--- config.mk ---
export PLATFORM = sky130hd
export DESIGN_NAME = triangle_channel
export DESIGN_NICKNAME = d
export VERILOG_FILES = /design/src/rtl/apu_pkg.sv /design/src/rtl/apu_length_counter.sv /design/src/rtl/triangle_channel.sv
export SDC_FILE = /design/constraint.sdc
export NUM_CORES = 1
export LEC_CHECK = 0
export CAP_MARGIN = 15
export CORE_ASPECT_RATIO = 0.5
export CORE_MARGIN = 5
export CORE_UTILIZATION = 55
export CTS_BUF_LIST = sky130_fd_sc_hd__clkbuf_4 sky130_fd_sc_hd__clkbuf_8
export DETAILED_ROUTE_END_ITERATION = 8
export GPL_TIMING_DRIVEN = 0
export PLACE_DENSITY = 0.77
export SYNTH_ARGS = -nofsm -noshare
export SYNTH_HDL_FRONTEND = slang
export SYNTH_SLANG_ARGS = --single-unit
export TNS_END_PERCENT = 20
--- constraint.sdc ---
create_clock -name clk -period 3.73 [get_ports clk]
set_clock_uncertainty 0.15 [all_clocks]
set_input_delay 0.5595 -clock clk [delete_from_list [all_inputs] [get_ports clk]]
set_output_delay 0.5595 -clock clk [all_outputs]
set_load 0.005 [all_outputs]
--- src/rtl/apu_pkg.sv ---
// Shared APU constants: length-counter lookup table and DAC helpers,
// used by the triangle, pulse and noise voices.
package apu_pkg;

    // Length counter load values, indexed by $400B/$4003/$400F bits [7:3].
    localparam logic [7:0] LENGTH_TABLE [0:31] = '{
        8'h0A, 8'hFE, 8'h14, 8'h02, 8'h28, 8'h04, 8'h50, 8'h06,
        8'hA0, 8'h08, 8'h3C, 8'h0A, 8'h0E, 8'h0C, 8'h1A, 8'h0E,
        8'h0C, 8'h10, 8'h18, 8'h12, 8'h30, 8'h14, 8'h60, 8'h16,
        8'hC0, 8'h18, 8'h48, 8'h1A, 8'h10, 8'h1C, 8'h20, 8'h1E
    };

    // DAC midpoint for the default 4-bit DAC.
    localparam logic [3:0] DAC_MID = 4'h7;

    // Midpoint code {0,1...1} for an arbitrary DAC width.
    function automatic int unsigned dac_mid(input int unsigned w);
        return (32'd1 << (w - 1)) - 32'd1;
    endfunction

endpackage

--- src/rtl/apu_length_counter.sv ---
// Length counter shared by the APU voices: load from the length table,
// decrement on the half-frame clock unless halted, forced to zero while
// the channel is disabled. Decrement saturates at zero.
module apu_length_counter #(
    parameter int LEN_W = 8
) (
    input  logic             clk,
    input  logic             rst_n,
    input  logic             load,
    input  logic [LEN_W-1:0] load_val,
    input  logic             halt,
    input  logic             enable,
    input  logic             clock_en,
    output logic [LEN_W-1:0] count,
    output logic             active
);

    logic [LEN_W-1:0] cnt_d, cnt_q;

    // Next count: disable beats load, load beats the half-frame decrement.
    always_comb begin
        cnt_d = cnt_q;
        if (!enable) begin
            cnt_d = '0;
        end else if (load) begin
            cnt_d = load_val;
        end else if (clock_en && !halt && (cnt_q != '0)) begin
            cnt_d = cnt_q - 1'b1;
        end
    end

    // Count register.
    always_ff @(posedge clk or negedge rst_n) begin
        if (!rst_n) begin
            cnt_q <= '0;
        end else begin
            cnt_q <= cnt_d;
        end
    end

    assign count  = cnt_q;
    assign active = (cnt_q != '0);

endmodule

--- src/rtl/triangle_channel.sv ---
// APU triangle voice: period timer, linear counter, length counter and a
// 2^SEQ_W-step sequencer driving a registered DAC code (triangle or saw).
// Optional macro TRI_ULTRASONIC_MUTE_EN: periods below 2 freeze the
// sequencer and park the output at the DAC midpoint.
module triangle_channel
    import apu_pkg::*;
#(
    parameter int TIMER_W = 11,
    parameter int SEQ_W   = 5,
    parameter int LIN_W   = 7,
    parameter int LEN_W   = 8
) (
    input  logic               clk,
    input  logic               rst_n,
    input  logic               enable_240hz,
    input  logic               enable_120hz,
    input  logic [7:0]         reg_4008,
    input  logic [7:0]         reg_400A,
    input  logic [7:0]         reg_400B,
    input  logic               reg_change,
    input  logic               channel_en,
    input  logic               saw_mode,
    output logic [SEQ_W-2:0]   tri_out,
    output logic               length_active
);

    localparam int DAC_W = SEQ_W - 1;

    logic               chg_s1_d, chg_s1_q;
    logic               chg_s2_d, chg_s2_q;
    logic               chg_s3_d, chg_s3_q;
    logic               reload;
    logic [TIMER_W-1:0] period;
    logic [TIMER_W-1:0] timer_d, timer_q;
    logic               tick_d, tick_q;
    logic [LIN_W-1:0]   lin_d, lin_q;
    logic               lin_flag_d, lin_flag_q;
    logic [SEQ_W-1:0]   seq_d, seq_q;
    logic [DAC_W-1:0]   tri_d, tri_q;
    logic [LEN_W-1:0]   len_cnt;
    logic               len_active;
    logic               ctrl;
    logic               mute;

    assign period = {reg_400B[TIMER_W-9:0], reg_400A};
    assign ctrl   = reg_4008[7];

`ifdef TRI_ULTRASONIC_MUTE_EN
    assign mute = (period < TIMER_W'(2));
`else
    assign mute = 1'b0;
`endif

    // reg_change crosses from the CPU domain; any edge after sync is a reload.
    always_comb begin
        chg_s1_d = reg_change;
        chg_s2_d = chg_s1_q;
        chg_s3_d = chg_s2_q;
    end

    assign reload = chg_s2_q ^ chg_s3_q;

    // Period timer: down-count, reload at terminal count, tick lands one clk later.
    always_comb begin
        if (timer_q == '0) begin
            timer_d = period;
            tick_d  = 1'b1;
        end else begin
            timer_d = timer_q - 1'b1;
            tick_d  = 1'b0;
        end
    end

    // Linear counter: a pending reload (or one arriving this clk) wins over the decrement.
    always_comb begin
        lin_d      = lin_q;
        lin_flag_d = lin_flag_q | reload;
        if (enable_240hz) begin
            if (lin_flag_q || reload) begin
                lin_d = reg_4008[LIN_W-1:0];
            end else if (lin_q != '0) begin
                lin_d = lin_q - 1'b1;
            end
            if (!ctrl) begin
                lin_flag_d = 1'b0;
            end
        end
    end

    // Sequencer steps only while both gating counters are non-zero.
    always_comb begin
        seq_d = seq_q;
        if (tick_q && (lin_q != '0) && (len_cnt != '0) && !mute) begin
            seq_d = seq_q + 1'b1;
        end
    end

    // Output code from the current step; silence just holds the step.
    always_comb begin
        if (mute) begin
            tri_d = DAC_W'(dac_mid(DAC_W));
        end else if (saw_mode) begin
            tri_d = ~seq_q[SEQ_W-1:1];
        end else if (seq_q[SEQ_W-1]) begin
            tri_d = seq_q[DAC_W-1:0];
        end else begin
            tri_d = ~seq_q[DAC_W-1:0];
        end
    end

    // State registers.
    always_ff @(posedge clk or negedge rst_n) begin
        if (!rst_n) begin
            chg_s1_q   <= 1'b0;
            chg_s2_q   <= 1'b0;
            chg_s3_q   <= 1'b0;
            timer_q    <= '0;
            tick_q     <= 1'b0;
            lin_q      <= '0;
            lin_flag_q <= 1'b0;
            seq_q      <= '0;
            tri_q      <= '0;
        end else begin
            chg_s1_q   <= chg_s1_d;
            chg_s2_q   <= chg_s2_d;
            chg_s3_q   <= chg_s3_d;
            timer_q    <= timer_d;
            tick_q     <= tick_d;
            lin_q      <= lin_d;
            lin_flag_q <= lin_flag_d;
            seq_q      <= seq_d;
            tri_q      <= tri_d;
        end
    end

    apu_length_counter #(
        .LEN_W (LEN_W)
    ) u_length (
        .clk      (clk),
        .rst_n    (rst_n),
        .load     (reload),
        .load_val (LEN_W'(LENGTH_TABLE[reg_400B[7:3]])),
        .halt     (ctrl),
        .enable   (channel_en),
        .clock_en (enable_120hz),
        .count    (len_cnt),
        .active   (len_active)
    );

    assign tri_out       = tri_q;
    assign length_active = len_active;

endmodule

==> metrics.md, run 1 <==
| Metric | Value |
|---|---|
| Worst rel slew slack | `0.405` |
| Number of hold violations in the final report | `0` |
| Number of nets in the finished design | `346` |
| Number of antenna violations at the first check in global routing | `0` |
| Setup Fix Bufs, Post-CTS | `0` |
| Outcome | `complete, no violations` |
| Post-synthesis cell type count | `54` |
| Cell count after synthesis | `261` |
| Clock network latency to the later pin of the worst-skew pair | `0.29 ns` |
| Share of the clock period used by the worst path | `0.833` |
| Maximum clock path buffer count | `2` |
| Startpoint-to-endpoint class of the critical path | `flip-flop to output pin` |
| WL final | `5590 um` |
| Seq/Total Area, Yosys | `0.402` |
| Yosys synthesis warning count | `0` |
| Crit path DAT | `roughly 2.4 ns` |
| Hold Crit Class | `flip-flop to flip-flop` |
| Maximum fanout along the worst path | `7` |
| Detail-routed via count per cell | `5.95` |
| RSZ-0062 raised after global routing | `false` |
| H-Tree Depth | `2` |
| Worst-path clk slew | `0.08 ns` |
| Core footprint | `4380 um2` |
| Maximum cell stage delay along the critical path | `0.60 ns` |
| Detailed Routing Iterations Pass 1 | `4` |
| Sort of element at the start of the critical path | `flip-flop` |
| Final weighted congestion in routability-driven placement | `0.900` |
| Via count of the first global-routing pass | `between 2k and 2.5k` |
| Fin. max-slew vios | `0` |
| Asr flop ratio synth | `1.00` |
| CP Cell Sequence | `inv_1 > ha_1 > nor3b_1 > nand2_1 > clkdlybuf4s50_1` |
| Setup slack after layout | `0.625 ns` |
| Setup TNS Final | `0 ns` |
| Transition time at the pin with the least slew margin | `0.892 ns` |
| Area enclosed by the die boundary | `between 6000 and 7000 um2` |
| Floorplan die width | `around 110 um` |
| Largest net degree at the start of global routing | `41` |
| TritonCTS clock tree | `built` |
| Drt wl/cell | `15.5 um` |
| Remaining design rule violation count | `0` |
| Number of buffers inserted during clock tree synthesis | `5` |
| Aggregate global routing overflow | `0` |
| PwrDens | `350 nW/um2` |
| Fraction of final layout cells with drive strength greater than 1 | `0.0924` |
| Leakage component of the power | `1.23 nW` |
| Max VDD drop | `around 0.15 mV` |
| Die Height | `57.6 um` |
| PostCTS Resize Cnt | `0` |
| Count of boundary I/O pins | `36` |
| Standard-cell row count | `17` |
| Final Hold Slack | `0.208 ns` |
| Global-route wire length before repair | `around 9400 um` |
| Peak Freq | `322 MHz` |
| CTS root buffer | `sky130_fd_sc_hd__clkbuf_8` |
| Synth Register Bits | `40` |
| Total nets after synthesis | `~300` |
| Pre-CTS worst setup slack | `0.595 ns` |
| Count of maximum capacitance violations | `0` |
| Setup slack on the worst flop-to-flop path | `between 1 and 1.5 ns` |
| Nature of the critical path endpoint | `output pin` |
| Final number of setup-violating endpoints | `0` |
| Starting DRT DRC Count | `134` |
| Diode count | `0` |
| Mean instance size in the synthesized netlist | `9.54 um2` |
| Via count | `roughly 2.1k` |
| Required time worst endpoint | `3.02 ns` |
| Number of hold-repair buffers added at the cts stage | `0` |
| Mapped Area | `2490 um2` |
| Initial core utilization | `0.568` |
| Number of synthesized flops with an enable pin | `0` |
| Port Buf Inserts | `34` |
| Synthesis-to-layout area growth | `21.0%` |
| Final core utilization | `0.687` |
| Remaining number of nets flagged by the antenna check after routing | `0` |
| Most used DFF post-synth | `sky130_fd_sc_hd__dfrtp_1` |
| Min cycle time layout | `slightly above 3 ns` |
| Critical-path cell with the highest stage delay | `sky130_fd_sc_hd__nor3b_1` |
| Total track usage | `0.189` |
| Final HPWL DP | `4190 um` |
| Num Clock Sinks | `40` |
[where the power goes]
group          internal [mW]  switching [mW]
Combinational          0.100           0.111
Sequential             0.457          0.0262
Clock                  0.202           0.158
[cell usage after synthesis (5+ instances only)]
cell type	count	share of area
sky130_fd_sc_hd__nand3_1	5	0.010
sky130_fd_sc_hd__a211oi_1	6	0.018
sky130_fd_sc_hd__clkbuf_1	7	0.011
sky130_fd_sc_hd__nor2_1	13	0.020
sky130_fd_sc_hd__dfrtp_1	40	0.40
sky130_fd_sc_hd__or3_1	5	0.013
sky130_fd_sc_hd__nand2_1	18	0.027
sky130_fd_sc_hd__inv_1	15	0.023
sky130_fd_sc_hd__nand2b_1	6	0.015
sky130_fd_sc_hd__ha_1	13	0.065
sky130_fd_sc_hd__a21oi_1	17	0.034
sky130_fd_sc_hd__nor2b_1	5	0.013
sky130_fd_sc_hd__nor3_1	7	0.014
sky130_fd_sc_hd__o21ai_0	15	0.030
sky130_fd_sc_hd__xnor2_1	17	0.060
[cell families (layout without fill, tap and decap cells)]
logic type	after synthesis	after routing	share of synthesized area
fa+ha+maj	13	13	0.0654
buf+inv	26	68	0.0437
mux	7	7	0.0317
flops	40	40	0.402
xor+xnor	20	20	0.0704
simple gates	87	87	0.202
compound gates	68	68	0.185
[area by class of cell]
cell class,instances,area (um2)
plain buffers,11,52.6
fillers,344,1370
inverters,15,56.3
well taps,57,71.3
clock buffers,5,68.8
flip-flops and latches,40,1000
multi-input cells,195,1380
repair buffers,34,335
clock inverters,3,46.3
[final timing paths]
kind	from	cells past startpoint	end
setup reg to reg	u_length.count[1]	6	seq_q[1]
hold reg to reg	chg_s1_q	0	chg_s2_q
setup / recovery	u_length.count[1]	5	length_active
min in group asynchronous	rst_n	1	timer_q[0]
hold / removal	chg_s1_q	0	chg_s2_q
max in group asynchronous	rst_n	1	lin_flag_q
[flip-flops by register name, indices dropped and copies added (netlist names)]
| signal | flops |
|---|---|
| lin_q | 7 |
| u_length.count | 8 |
| lin_flag_q | 1 |
| chg_s3_q | 1 |
| tick_q | 1 |
| seq_q | 5 |
| chg_s2_q | 1 |
| timer_q | 11 |
| chg_s1_q | 1 |
| tri_out | 4 |
[metal layers]
metal | share of wire | up-vias | track usage
met5 | 0 | - | 0
met4 | 0.0082 | 0 | 0.0364
met3 | 0.053 | 6 | 0.0610
met2 | 0.49 | 62 | 0.329
met1 | 0.45 | 1051 | 0.234
li1 | - | 1023 | -
[metrics by stage]
step / std cells / power, mW / instance area, um2
floorplan: 261 / 0.612 / 2490
global placement: 352 / 0.691 / 2900
detailed placement: 352 / 0.698 / 2900
CTS: 360 / 1.06 / 3010
global route: 360 / 1.11 / 3010
finish: 360 / 1.05 / 3010
[worst max-delay path: cells and delay by family, from the launching register on]
kind | cells | cell delay (ns)
flops | 1 | 0.41
buf+inv | 2 | 0.64
simple gates | 2 | 0.91
fa+ha+maj | 1 | 0.14
[placed cells by master, fill, tap and decap left out, drive strengths merged, types with 5 or more instances in the layout]
master and count:
o21ai 15, inv 16, dfrtp 40, ha 13
nand2 18, clkbuf 12, nor2b 5, a21oi 17
a211oi 6, nand2b 6, nand3 5, or3 5
xnor2 17, nor3 7, clkdlybuf4s50 33, buf 5
nor2 13
No activity file was read; power rests on OpenSTA's default activity.
==> run 2: changes to the inputs <==
==> constraint.sdc (replaced) <==
create_clock -name clk -period 2.95 [get_ports clk]
set_clock_uncertainty 0.15 [all_clocks]
set_input_delay 0.4425 -clock clk [delete_from_list [all_inputs] [get_ports clk]]
set_output_delay 0.4425 -clock clk [all_outputs]
set_load 0.005 [all_outputs]
==> run 2 against run 1 <==
  * Worst hold slack worse by 0.10 ns
  * Sequential cell count stayed put
  * Utilization is 0.26 points higher
  * Non-clock buffer count stayed put
  * Sequential share of layout area is 0.12 points lower
==> metrics.md, run 2 (synthesized netlist as in run 1, its figures left out) <==
| Metric | Value |
|---|---|
| Clock network latency to the later pin of the worst-skew pair | `0.29 ns` |
| Peak Freq | `364 MHz` |
| Via count | `2145` |
| Cell count after placement | `around 350` |
| Max reg flops | `11` |
| Setup slack after layout | `0.205 ns` |
| PwrDens | `approximately 440 nW/um2` |
| Register ranked first by flip-flop count | `timer_q` |
| Most frequent standard cell in the layout excluding fill and tap cells | `sky130_fd_sc_hd__dfrtp_1` |
| Hold Crit Class | `input pin to async pin` |
| RR Startpoint | `lin_q[0]` |
| Aggregate global routing overflow | `0` |
| Num Clock Sinks | `40` |
| Final number of setup-violating endpoints | `0` |
| Number of buffers inserted during clock tree synthesis | `5` |
| Standard-cell row count | `17` |
| Maximum clock path buffer count | `2` |
| Detailed Routing Iterations Pass 1 | `4` |
| Die Height | `57.6 um` |
| Crit path DAT | `2.83 ns` |
| Pre-CTS worst setup slack | `-0.0682 ns` |
| Comb power frac | `0.202` |
| Number of nets in the finished design | `around 350` |
| Largest net degree at the start of global routing | `41` |
| Remaining design rule violation count | `0` |
| Core footprint | `4380 um2` |
| Detail-routed via count per cell | `between 5 and 6` |
| Count of boundary I/O pins | `36` |
| Worst-path clk slew | `0.08 ns` |
| Final weighted congestion in routability-driven placement | `roughly 0.90` |
| Net switching power figure | `0.373 mW` |
| Number of hold violations in the final report | `0` |
| CTS root buffer | `sky130_fd_sc_hd__clkbuf_8` |
| RSZ-0062 raised after global routing | `false` |
| Fillcell total | `341` |
| WL final | `5610 um` |
| Setup TNS Final | `0 ns` |
| Most frequent cells in the layout | `sky130_fd_sc_hd__dfrtp_1, sky130_fd_sc_hd__clkdlybuf4s50_1, sky130_fd_sc_hd__nand2_1, sky130_fd_sc_hd__xnor2_1, sky130_fd_sc_hd__a21oi_1` |
| Initial core utilization | `0.568` |
| Synthesis-to-layout area growth | `21.4%` |
| Diode count | `0` |
| Remaining number of nets flagged by the antenna check after routing | `0` |
| Clock Power Share | `0.340` |
| Global-route wire length before repair | `9430 um` |
| Max VDD drop | `roughly 0.19 mV` |
| Final Hold Slack | `0.103 ns` |
| H-Tree Depth | `2` |
| Leakage component of the power | `about 1.2 nW` |
| Required time worst endpoint | `3.03 ns` |
| Count of maximum capacitance violations | `0` |
| Internal power consumption | `0.961 mW` |
| Transition time at the pin with the least slew margin | `0.880 ns` |
| Port Buf Inserts | `34` |
| Switching power as a share of total power | `0.280` |
| Nature of the critical path endpoint | `flip-flop` |
| Maximum fanout along the worst path | `6` |
| Number of antenna violations at the first check in global routing | `0` |
| PostCTS Resize Cnt | `1` |
| Area enclosed by the die boundary | `6050 um2` |
| Worst rel slew slack | `0.413` |
| Min cycle time layout | `between 2 and 3 ns` |
| Starting DRT DRC Count | `133` |
| Sort of element at the start of the critical path | `input pin` |
| Fraction of final layout cells with drive strength greater than 1 | `0.0990` |
| Startpoint-to-endpoint class of the critical path | `input pin to flip-flop` |
| Floorplan die width | `105 um` |
| Sequential group share of total power | `0.459` |
| Reg2reg end | `lin_q[5]` |
| Setup Fix Bufs, Post-CTS | `0` |
| Fin. max-slew vios | `0` |
| Total track usage | `0.189` |
| Path depth of the worst reg2reg path | `7` |
| TritonCTS clock tree | `built` |
| Outcome | `complete, no violations` |
| Total power of the final layout | `1.33 mW` |
| Setup slack on the worst flop-to-flop path | `0.59 ns` |
| Via count of the first global-routing pass | `2092` |
| Number of hold-repair buffers added at the cts stage | `0` |
| Final HPWL DP | `4190 um` |
| Share of the clock period used by the worst path | `0.931` |
| Final non-filler cell total | `360` |
| Drt wl/cell | `15.6 um` |
==> run 2: metrics by stage <==
step | util | instance area (um2)
after detailed placement | 0.661 | 2900
after global placement | 0.662 | 2900
after CTS | 0.688 | 3020
after floorplan | - | 2490
after global routing | 0.690 | 3020
final | 0.690 | 3020
==> run 2: cell type report <==
cell class	instances	area (um2)	share of cell area
clock inverters	3	46.3	0.0153
plain buffers	11	52.6	0.0174
flip-flops and latches	40	1000	0.331
inverters	15	56.3	0.0186
repair buffers	34	335	0.111
clock buffers	5	68.8	0.0228
well taps	57	71.3	0.0236
multi-input cells	195	1390	0.460
==> run 2: routing by layer <==
metal  track usage  vias to the layer above  part of all wire
li1              -                     1023                 -
met1         0.236                     1051              0.44
met2         0.331                       67              0.49
met3        0.0610                        4             0.062
met4        0.0310                        0            0.0053
met5             0                        -                 0
==> run 2: power by group through the flow <==
stage	registers, mW	clock network, mW	logic (mW)
after floorplan	0.611	0	0.163
after global placement	0.618	0	0.256
after detailed placement	0.620	0	0.263
after CTS	0.610	0.465	0.267
after global routing	0.617	0.492	0.296
final	0.612	0.453	0.269
==> run 2: how the worst max path moves through the flow <==
| stage | startpoint | to | slack (ns) |
|---|---|---|---|
| 3_3_place_gp | reg_400B[4] | u_length.count[7] | -0.004 |
| 2_1_floorplan | reg_400B[4] | u_length.count[7] | 0.79 |
| 6_report | reg_400B[4] | u_length.count[7] | 0.20 |
| 3_5_place_dp | reg_400B[4] | u_length.count[7] | -0.07 |
| 5_1_grt | u_length.count[1] | length_active | 0.11 |
| 4_1_cts | u_length.count[4] | length_active | 0.09 |
==> run 2: critical path, stage by stage <==
cell,delay [ns]
sky130_fd_sc_hd__clkdlybuf4s50_1,0.54
sky130_fd_sc_hd__inv_1,0.19
sky130_fd_sc_hd__ha_1,0.19
sky130_fd_sc_hd__or3b_2,0.47
sky130_fd_sc_hd__a2111oi_0,0.59
sky130_fd_sc_hd__o22a_1,0.22
sky130_fd_sc_hd__o221a_2,0.18
